`config.mk`:
```
export PLATFORM = sky130hd
export DESIGN_NAME = serial_equality_unit
export DESIGN_NICKNAME = d
export VERILOG_FILES = /design/src/rtl/alu_defs.sv /design/src/rtl/eq_bit_cell.sv /design/src/rtl/serial_equality_unit.sv
export SDC_FILE = /design/constraint.sdc
export NUM_CORES = 1
export LEC_CHECK = 0
export ABC_AREA = 1
export ABC_CLOCK_PERIOD_IN_PS = 1800
export CAP_MARGIN = 20
export CORE_MARGIN = 4
export CORE_UTILIZATION = 45
export DETAILED_ROUTE_END_ITERATION = 7
export GPL_ROUTABILITY_DRIVEN = 0
export HOLD_SLACK_MARGIN = 0.15
export PLACE_DENSITY = 0.71
export SETUP_SLACK_MARGIN = 0.3
export SYNTH_ARGS = -nofsm -noshare
export SYNTH_HDL_FRONTEND = slang
export SYNTH_SLANG_ARGS = --single-unit
```
`constraint.sdc`:
```
create_clock -name clk -period 1.8 [get_ports clk]
set_input_delay 0.45 -clock clk [delete_from_list [all_inputs] [get_ports clk]]
set_output_delay 0.45 -clock clk [all_outputs]
set_load 0.03 [all_outputs]
```
`src/rtl/alu_defs.sv`:
```
// Shared ALU definitions: equality FSM encodings, default operand width and
// the equality result-vector layout.
package alu_defs;

  typedef enum logic [1:0] {
    ST_IDLE  = 2'd0,
    ST_SHIFT = 2'd1,
    ST_DONE  = 2'd2
  } eq_state_t;

  localparam int ALU_WIDTH = 3;

  // The all-bits-equal flag sits directly above the per-bit field.
  function automatic int eq_all_bit(input int width);
    return width;
  endfunction

endpackage

```
`src/rtl/eq_bit_cell.sv`:
```
// One-bit equality cell (XNOR) used on the bit currently selected by the
// serial compare.
module eq_bit_cell (
  input  logic a_bit,
  input  logic b_bit,
  output logic eq_bit
);

  assign eq_bit = ~(a_bit ^ b_bit);

endmodule

```
`src/rtl/serial_equality_unit.sv`:
```
// Handshaked bit-serial equality compare, LSB first, one bit per clock.
// Optional macro SERIAL_EQ_BACK_TO_BACK_EN lets DONE accept the next pair on the release edge.
module serial_equality_unit
  import alu_defs::*;
#(
  parameter int WIDTH = ALU_WIDTH
) (
  input  logic             clk,
  input  logic             rst_n,
  input  logic             in_valid,
  output logic             in_ready,
  input  logic [WIDTH-1:0] a,
  input  logic [WIDTH-1:0] b,
  output logic             out_valid,
  input  logic             out_ready,
  output logic [WIDTH:0]   equal,
  output logic             busy
);

  localparam int                IDX_W      = $clog2(WIDTH);
  localparam int                EQ_ALL_BIT = eq_all_bit(WIDTH);
  localparam logic [IDX_W-1:0]  LAST_IDX   = IDX_W'(WIDTH - 1);

  eq_state_t        r_state;
  logic [WIDTH-1:0] r_a;
  logic [WIDTH-1:0] r_b;
  logic [WIDTH:0]   r_result;
  logic [IDX_W-1:0] r_idx;
  logic             r_out_valid;
  logic             r_busy;

  logic w_a_bit;
  logic w_b_bit;
  logic w_eq_bit;
  logic w_accept;
  logic w_release;

  assign w_a_bit = r_a[r_idx];
  assign w_b_bit = r_b[r_idx];

  eq_bit_cell u_eq_bit_cell (
    .a_bit  (w_a_bit),
    .b_bit  (w_b_bit),
    .eq_bit (w_eq_bit)
  );

  always_comb begin
    in_ready = 1'b0;
    case (r_state)
      ST_IDLE: in_ready = 1'b1;
`ifdef SERIAL_EQ_BACK_TO_BACK_EN
      ST_DONE: in_ready = out_ready;
`endif
      default: in_ready = 1'b0;
    endcase
  end

  assign w_accept  = in_valid && in_ready;
  assign w_release = r_out_valid && out_ready;
  assign out_valid = r_out_valid;
  assign busy      = r_busy;
  // Partial results stay hidden; the vector only appears while the result is offered.
  assign equal     = r_out_valid ? r_result : '0;

  always_ff @(posedge clk or negedge rst_n) begin
    if (!rst_n) begin
      r_state     <= ST_IDLE;
      r_a         <= '0;
      r_b         <= '0;
      r_result    <= '0;
      r_idx       <= '0;
      r_out_valid <= 1'b0;
      r_busy      <= 1'b0;
    end else begin
      case (r_state)
        ST_IDLE: begin
          if (w_accept) begin
            r_a      <= a;
            r_b      <= b;
            r_result <= '0;
            r_idx    <= '0;
            r_busy   <= 1'b1;
            r_state  <= ST_SHIFT;
          end
        end
        ST_SHIFT: begin
          r_result[r_idx] <= w_eq_bit;
          if (r_idx == LAST_IDX) begin
            // Lower bits are all final by now; fold in the bit computed this cycle.
            r_result[EQ_ALL_BIT] <= w_eq_bit & (&r_result[WIDTH-2:0]);
            r_busy      <= 1'b0;
            r_out_valid <= 1'b1;
            r_state     <= ST_DONE;
          end else begin
            r_idx <= r_idx + 1'b1;
          end
        end
        ST_DONE: begin
          if (w_release) begin
            r_out_valid <= 1'b0;
            // w_accept can only be set here when back-to-back acceptance is built in.
            if (w_accept) begin
              r_a      <= a;
              r_b      <= b;
              r_result <= '0;
              r_idx    <= '0;
              r_busy   <= 1'b1;
              r_state  <= ST_SHIFT;
            end else begin
              r_state <= ST_IDLE;
            end
          end
        end
        default: begin
          r_state     <= ST_IDLE;
          r_out_valid <= 1'b0;
          r_busy      <= 1'b0;
        end
      endcase
    end
  end

endmodule

```
==> results of run 1 <==
## cell type report
type | instances | share of cell area (%)
multi-input cells | 71 | 32.8
well taps | 25 | 2.75
flip-flops and latches | 16 | 35.4
clock buffers | 4 | 3.19
repair buffers | 23 | 17.1
inverters | 26 | 8.81
## timing repair
action,in CTS,in global routing
gates cloned,0,0
setup endpoints to repair,7,12
hold endpoints to repair,0,0
gates resized for setup,28,16
setup buffers,1,3
pin swaps,0,1
## report_power, final
| group | switching (mW) | internal, mW | leakage [nW] |
|---|---|---|---|
| sequential | 0.120 | 0.530 | 0.201 |
| clock | 0.117 | 0.123 | 0.0210 |
| combinational | 0.632 | 0.417 | 0.418 |
## stage by stage
step,cells,util (%)
after floorplan,114,-
after global placement,157,60.3
after detailed placement,157,60.3
after CTS,162,61.8
after global routing,165,63.1
final,165,63.1
## worst paths after layout
| check | startpoint | end | slack, ns | cells past startpoint |
|---|---|---|---|---|
| max in group asynchronous | rst_n | out_valid | 1.14 | 2 |
| min in group clk | r_result[2] | r_result[2] | 0.52 | 2 |
| max reg2reg | r_idx[0] | r_idx[0] | 0.47 | 7 |
| max | out_valid | equal[1] | 0.35 | 3 |
| min reg2reg | r_result[2] | r_result[2] | 0.52 | 2 |
| min | rst_n | r_result[2] | 0.47 | 2 |
## state kept, by name, indices dropped and copies added, names as in the netlist
name,flops
busy,1
out_valid,1
r_a,3
r_b,3
r_idx,2
r_result,4
r_state,2
## metal layers
layer / routed length [um] / global-route usage, % / vias to the layer above
met4: 17 / 5.11 / 0
met5: 0 / 0 / -
met3: 82 / 3.42 / 2
met2: 828 / 25.2 / 15
li1: - / - / 398
met1: 709 / 17.1 / 329
## cells by family (layout without fill, tap and decap cells)
family / count (synthesis) / after routing / synth area share, %
AOI/OAI and AO/OA: 13 / 13 / 9.38
and+or+nand+nor: 54 / 54 / 26.7
adders and majority gates: 4 / 4 / 5.60
DFF: 16 / 16 / 44.8
buffers and inverters: 27 / 53 / 13.4
## cells in the final DEF (no fill, tap or decap)
cell type        count
a21oi_1              2
buf_2                1
buf_4               10
buf_6                1
clkbuf_2             1
clkbuf_4             4
clkbuf_8             1
clkdlybuf4s50_1      9
dfrtp_1             15
dfrtp_2              1
ha_1                 4
inv_1               24
inv_2                1
inv_4                1
nand2_1             32
nand2_2              2
nand2_4              1
nand3_1              9
nand4_1              2
nor2_1               4
nor2_2               2
nor3_1               2
o21ai_0              6
o21ai_1              1
o21ai_2              3
o22ai_2              1
## worst max-delay path: cells and delay by family, from the launching register on
family        cells  cell delay, ns
simple gates      1            0.06
flops             1            0.44
buf+inv           2            0.21
==> summary.md, run 1 <==
| Metric | Value |
|---|---|
| Setup TNS | 0 ns |
| Total length of routed wires | roughly 1600 um |
| RSZ-0062 raised after global routing | yes |
| DR iter-0 viols | 8 |
| Fin Hold WS | 0.471 ns |
| Synth Cell Area | 893 um^2 |
| Die H | ~53 um |
| TritonCTS clock tree | built |
| Number of buffers inserted by port buffering | 16 |
| Filler cell count | approximately 170 |
| Register area share after synthesis | ~45% |
| Critical path's slowest cell | dfrtp_2 |
| Final Slew Violations | 0 |
| Area of the multi-input gates | 373 um^2 |
| Routed len/inst | a little under 10 um |
| Area delta synth->final | 27.2% |
| Top cells by count, synth | nand2_1, inv_1, dfrtp_1 |
| Initial Util | between 40% and 50% |
| Largest net degree at the start of global routing | 17 |
| Yosys cell types | 19 |
| Fraction of registers with async set/reset | between 90% and 100% |
| Worst-path clk slew | approximately 0.1 ns |
| Setup Skew | between 0.0008 and 0.0009 ns |
| Hold Crit Class | in -> async |
| Worst slew margin | 85.2% |
| Top cells by area, synth | dfrtp_1, nand2_1, inv_1 |
| Final worst setup slack | roughly 0.35 ns |
| Max Fanout on Critical Path | 6 |
| Vias in the first global route | 685 |
| Pre-CTS setup slack | 0.141 ns |
| Worst vdd ir | around 0.00086 V |
| Overall Power | around 1.9 mW |
| Synth Instances | roughly 110 |
| Io pins | 17 |
| Number of cell rows | 15 |
| Drt first pass iters | 4 |
| Most common cell in the netlist | nand2_1 |
| Overall Global Routing Usage | around 14% |
| Endpoints failing setup | 0 |
| Least-Margin Pin Slew | about 0.22 ns |
| Crit path DAT | 1.00 ns |
| DIE AREA | around 2800 um^2 |
| Core ar. | about 1800 um^2 |
| Critical path endpoint category | output pin |
| Leakage power total | 0.640 nW |
| Global route overflow | 0 |
| Post-DP HPWL | approximately 1300 um |
| Synth Register Bits | 16 |
| Share of layout cells above drive strength 1 | 21.4% |
| Maximum clock insertion buffer count | 2 |
| Worst EP required | 1.35 ns |
| Leading area contributor after synthesis | dfrtp_1 |
| Tcrit/Tclk final | approximately four fifths |
| Seq. cell area | approximately 400 um^2 |
| Hold Fails Final Rpt | 0 |
| H-tree level count | 1 |
| Vias per cell | approximately 4.5 |
| Number of synthesized flops with an enable pin | 0 |
| Vias post-DR | ~740 |
| Crit-path max cell delay | around 0.44 ns |
| Global-route wire length before repair | between 2000 and 3000 um |
| Worst-Skew Late Latency | roughly 0.29 ns |
| Status | complete, no violations |
| Drt drc | 0 |
| Crit-path cells | nand2_1 -> inv_1 -> clkbuf_4 |
| Critical setup path kind | reg -> out |
| ANT nets after route | 0 |
| Post-route design area | about 1100 um^2 |
| Primary FF master, synth | dfrtp_1 |
| Root Driver | clkbuf_4 |
| Initial antenna violation count | 0 |
| N_diodes | 0 |
| Yosys warning total | 0 |
| Die Width | ~53 um |
| Synth Net Count | approximately 130 |
| Total CTS buffers | 3 |
| Critical Path Start Type | register |
| Placed inst area | ~1100 um^2 |
| CTS Sinks | 16 |
| # hold bufs at CTS | 0 |
| Max cap viols | 0 |
| Fin crit period | 1.45 ns |
| PD cells | 1710 nW/um^2 |
| Fmax | slightly below 0.7 GHz |
| NumNets Final | approximately 160 |
| Synth Area per Inst | around 7.8 um^2 |
| Share of the synthesized area in the top cell type | 44.8% |
(Power assumes the default switching activity.)
==> inputs of run 2 (changes only) <==
ABC_CLOCK_PERIOD_IN_PS = 1150   (was 1800)
PLACE_DENSITY = 0.73   (was 0.71)
clock period = 1.15 ns   (was 1.8 ns; I/O delays follow)
==> run 2 against run 1 <==
Net effect:
- largest cell class is now multi-input combinational cells
- via count is 22% higher
- non-clock buffer count is 17 higher
- sequential share of layout area down 8.2 points
- register-to-register slack got worse by 0.60 ns
- total power up 120%
- sequential power increased by 65%
- wire length is 59% higher
- combinational power increased to 2.8 times the previous value
- the run now ends with setup timing left
==> summary.md, run 2 (synthesis results as in run 1) <==
| Metric | Value |
|---|---|
| Fin crit period | 1.28 ns |
| Crit-path max cell delay | around 0.47 ns |
| R2R Setup Slk | -0.13 ns |
| Max Fanout on Critical Path | 6 |
| Most frequent cells in the layout | nand2_1, buf_4, dfrtp_1 |
| Final Non-Filler Cells | ~180 |
| NumNets Final | 173 |
| Placed cell count | roughly 170 |
| Final Core Density | 82.0% |
| Initial antenna violation count | 0 |
| Critical setup path kind | reg -> out |
| RSZ-0062 raised after global routing | yes |
| Crit path DAT | 0.99 ns |
| Post-DP HPWL | 1420 um |
| H-tree level count | 1 |
| Worst-Skew Late Latency | around 0.29 ns |
| Fmax | 0.780 GHz |
| Cell family with most CP delay | flip-flops |
| Worst vdd ir | ~0.0018 V |
| Largest Register | r_result |
| Vias in the first global route | slightly below 1000 |
| Vias per cell | 4.97 |
| Pint | roughly 2.3 mW |
| Worst reg2reg path startpoint | r_state[1] |
| Max FFs per register | 4 |
| Share of layout cells above drive strength 1 | 51.3% |
| Crit-path cells | nand2_2 -> inv_2 -> buf_6 |
| DIE AREA | 2760 um^2 |
| Leakage power total | approximately 0.75 nW |
| DR iter-0 viols | 21 |
| Drt first pass iters | 4 |
| Overall Power | ~4.3 mW |
| Final Slew Violations | 0 |
| R2r worst-path depth | 6 |
| Failing checks | setup timing |
| Die H | around 53 um |
| TritonCTS clock tree | built |
| Number of buffers inserted by port buffering | 16 |
| Stages on the worst setup path | 3 |
| Drt drc | 0 |
| Worst-path clk slew | around 0.11 ns |
| Tcrit/Tclk final | 112% |
| Global route overflow | 0 |
| Number of cell rows | 15 |
| Max cap viols | 0 |
| Maximum clock insertion buffer count | 2 |
| Root Driver | clkbuf_4 |
| Area delta synth->final | 65.4% |
| Hold Fails Final Rpt | 0 |
| ANT nets after route | 0 |
| Overall Global Routing Usage | between 20% and 30% |
| Critical path's slowest cell | dfrtp_2 |
| Worst EP required | about 0.86 ns |
| Hold Crit Class | in -> async |
| Core ar. | roughly 1800 um^2 |
| Initial Util | approximately half |
| Clock power frac | around 7.5% |
| Global-route wire length before repair | approximately 4200 um |
| PD cells | 2910 nW/um^2 |
| Vias post-DR | ~900 |
| Sequential share of power | approximately 25% |
| Setup Skew | around 0.012 ns |
| Critical Path Start Type | register |
| Routed len/inst | around 14 um |
| Total CTS buffers | 3 |
| N_diodes | 0 |
| Buf/Inv on CP | 2 |
| Pre-CTS setup slack | -0.327 ns |
| Sw frac | a little under half |
| Switch Pwr | approximately 2 mW |
| Total length of routed wires | 2610 um |
| Largest net degree at the start of global routing | 17 |
| Worst slew margin | approximately 80% |
| Endpoints failing setup | 16 |
| Io pins | 17 |
| Worst r2r dst | r_result[0] |
| CTS Sinks | 16 |
| Status | finished, violations left |
| Die Width | 52.6 um |
| Critical path endpoint category | output pin |
| Gate power share | between 60% and 70% |
| Largest regs | r_result: 4 flops, r_a: 3 flops, r_b: 3 flops |
| Most common cell after layout, fill and taps aside | nand2_1 |
| Final worst setup slack | -0.132 ns |
| # hold bufs at CTS | 0 |
| Least-Margin Pin Slew | about 0.31 ns |
-- run 2: cell count changes in the layout (fill, tap and decap cells not counted), moves of 4 or more --
cell / previous run / this run
buf_4: 10 / 19
buf_6: 1 / 12
inv_1: 24 / 13
inv_2: 1 / 9
nand2_1: 32 / 27
nand3_1: 9 / 2
nand3_2: 0 / 7
nor2_4: 0 / 5
o21ai_0: 6 / 0
o21ai_1: 1 / 5
-- run 2: area by class of cell --
class | instances | area [um^2]
Tap cell | 25 | 31.3
Timing Repair Buffer | 40 | 367
Fill cell | 113 | 324
Sequential cell | 16 | 402
Clock buffer | 4 | 26.3
Multi-Input combinational cell | 71 | 531
Inverter | 26 | 113
Timing Repair inverter | 1 | 8.76
-- run 2: per-layer routing --
layer  global-route usage [%]  up-vias  part of all wire (%)
li1                         -      435                     -
met1                     20.2      433                    38
met2                     38.4       29                    53
met3                     5.13       12                   4.2
met4                     18.7        0                   5.1
met5                        0        -                     0
-- run 2: how the worst max path moves through the flow --
| stage | start | endpoint | slack [ns] |
|---|---|---|---|
| floorplan | r_state[0] | r_a[0] | 0.0008 |
| global placement | in_valid | r_result[0] | -0.24 |
| detailed placement | in_valid | r_result[0] | -0.33 |
| CTS | out_valid | equal[3] | -0.14 |
| global route | out_valid | equal[1] | -0.19 |
| finish | out_valid | equal[3] | -0.13 |
-- run 2: timing repair --
action | CTS | global route
resized for setup | 42 | 12
cloned | 1 | 0
buffers inserted | 11 | 1
endpoints found under the hold margin | 0 | 0
pin swaps | 18 | 13
endpoints found under the setup margin | 23 | 23
-- run 2: stage by stage --
step	area, um^2	hold WS (ns)	setup TNS, ns
floorplan	922	-0.00809	0
global placement	1170	0.467	-1.84
detailed placement	1170	0.475	-2.12
CTS	1430	0.304	-0.980
global route	1480	0.315	-2.18
finish	1480	0.299	-1.25
-- run 2: power by group through the flow --
stage	logic [mW]	registers [mW]	clock network (mW)
floorplan	1.20	1.09	0
global placement	1.81	1.05	0
detailed placement	1.86	1.06	0
CTS	2.62	1.04	0.325
global route	3.11	1.11	0.357
finish	2.90	1.07	0.321
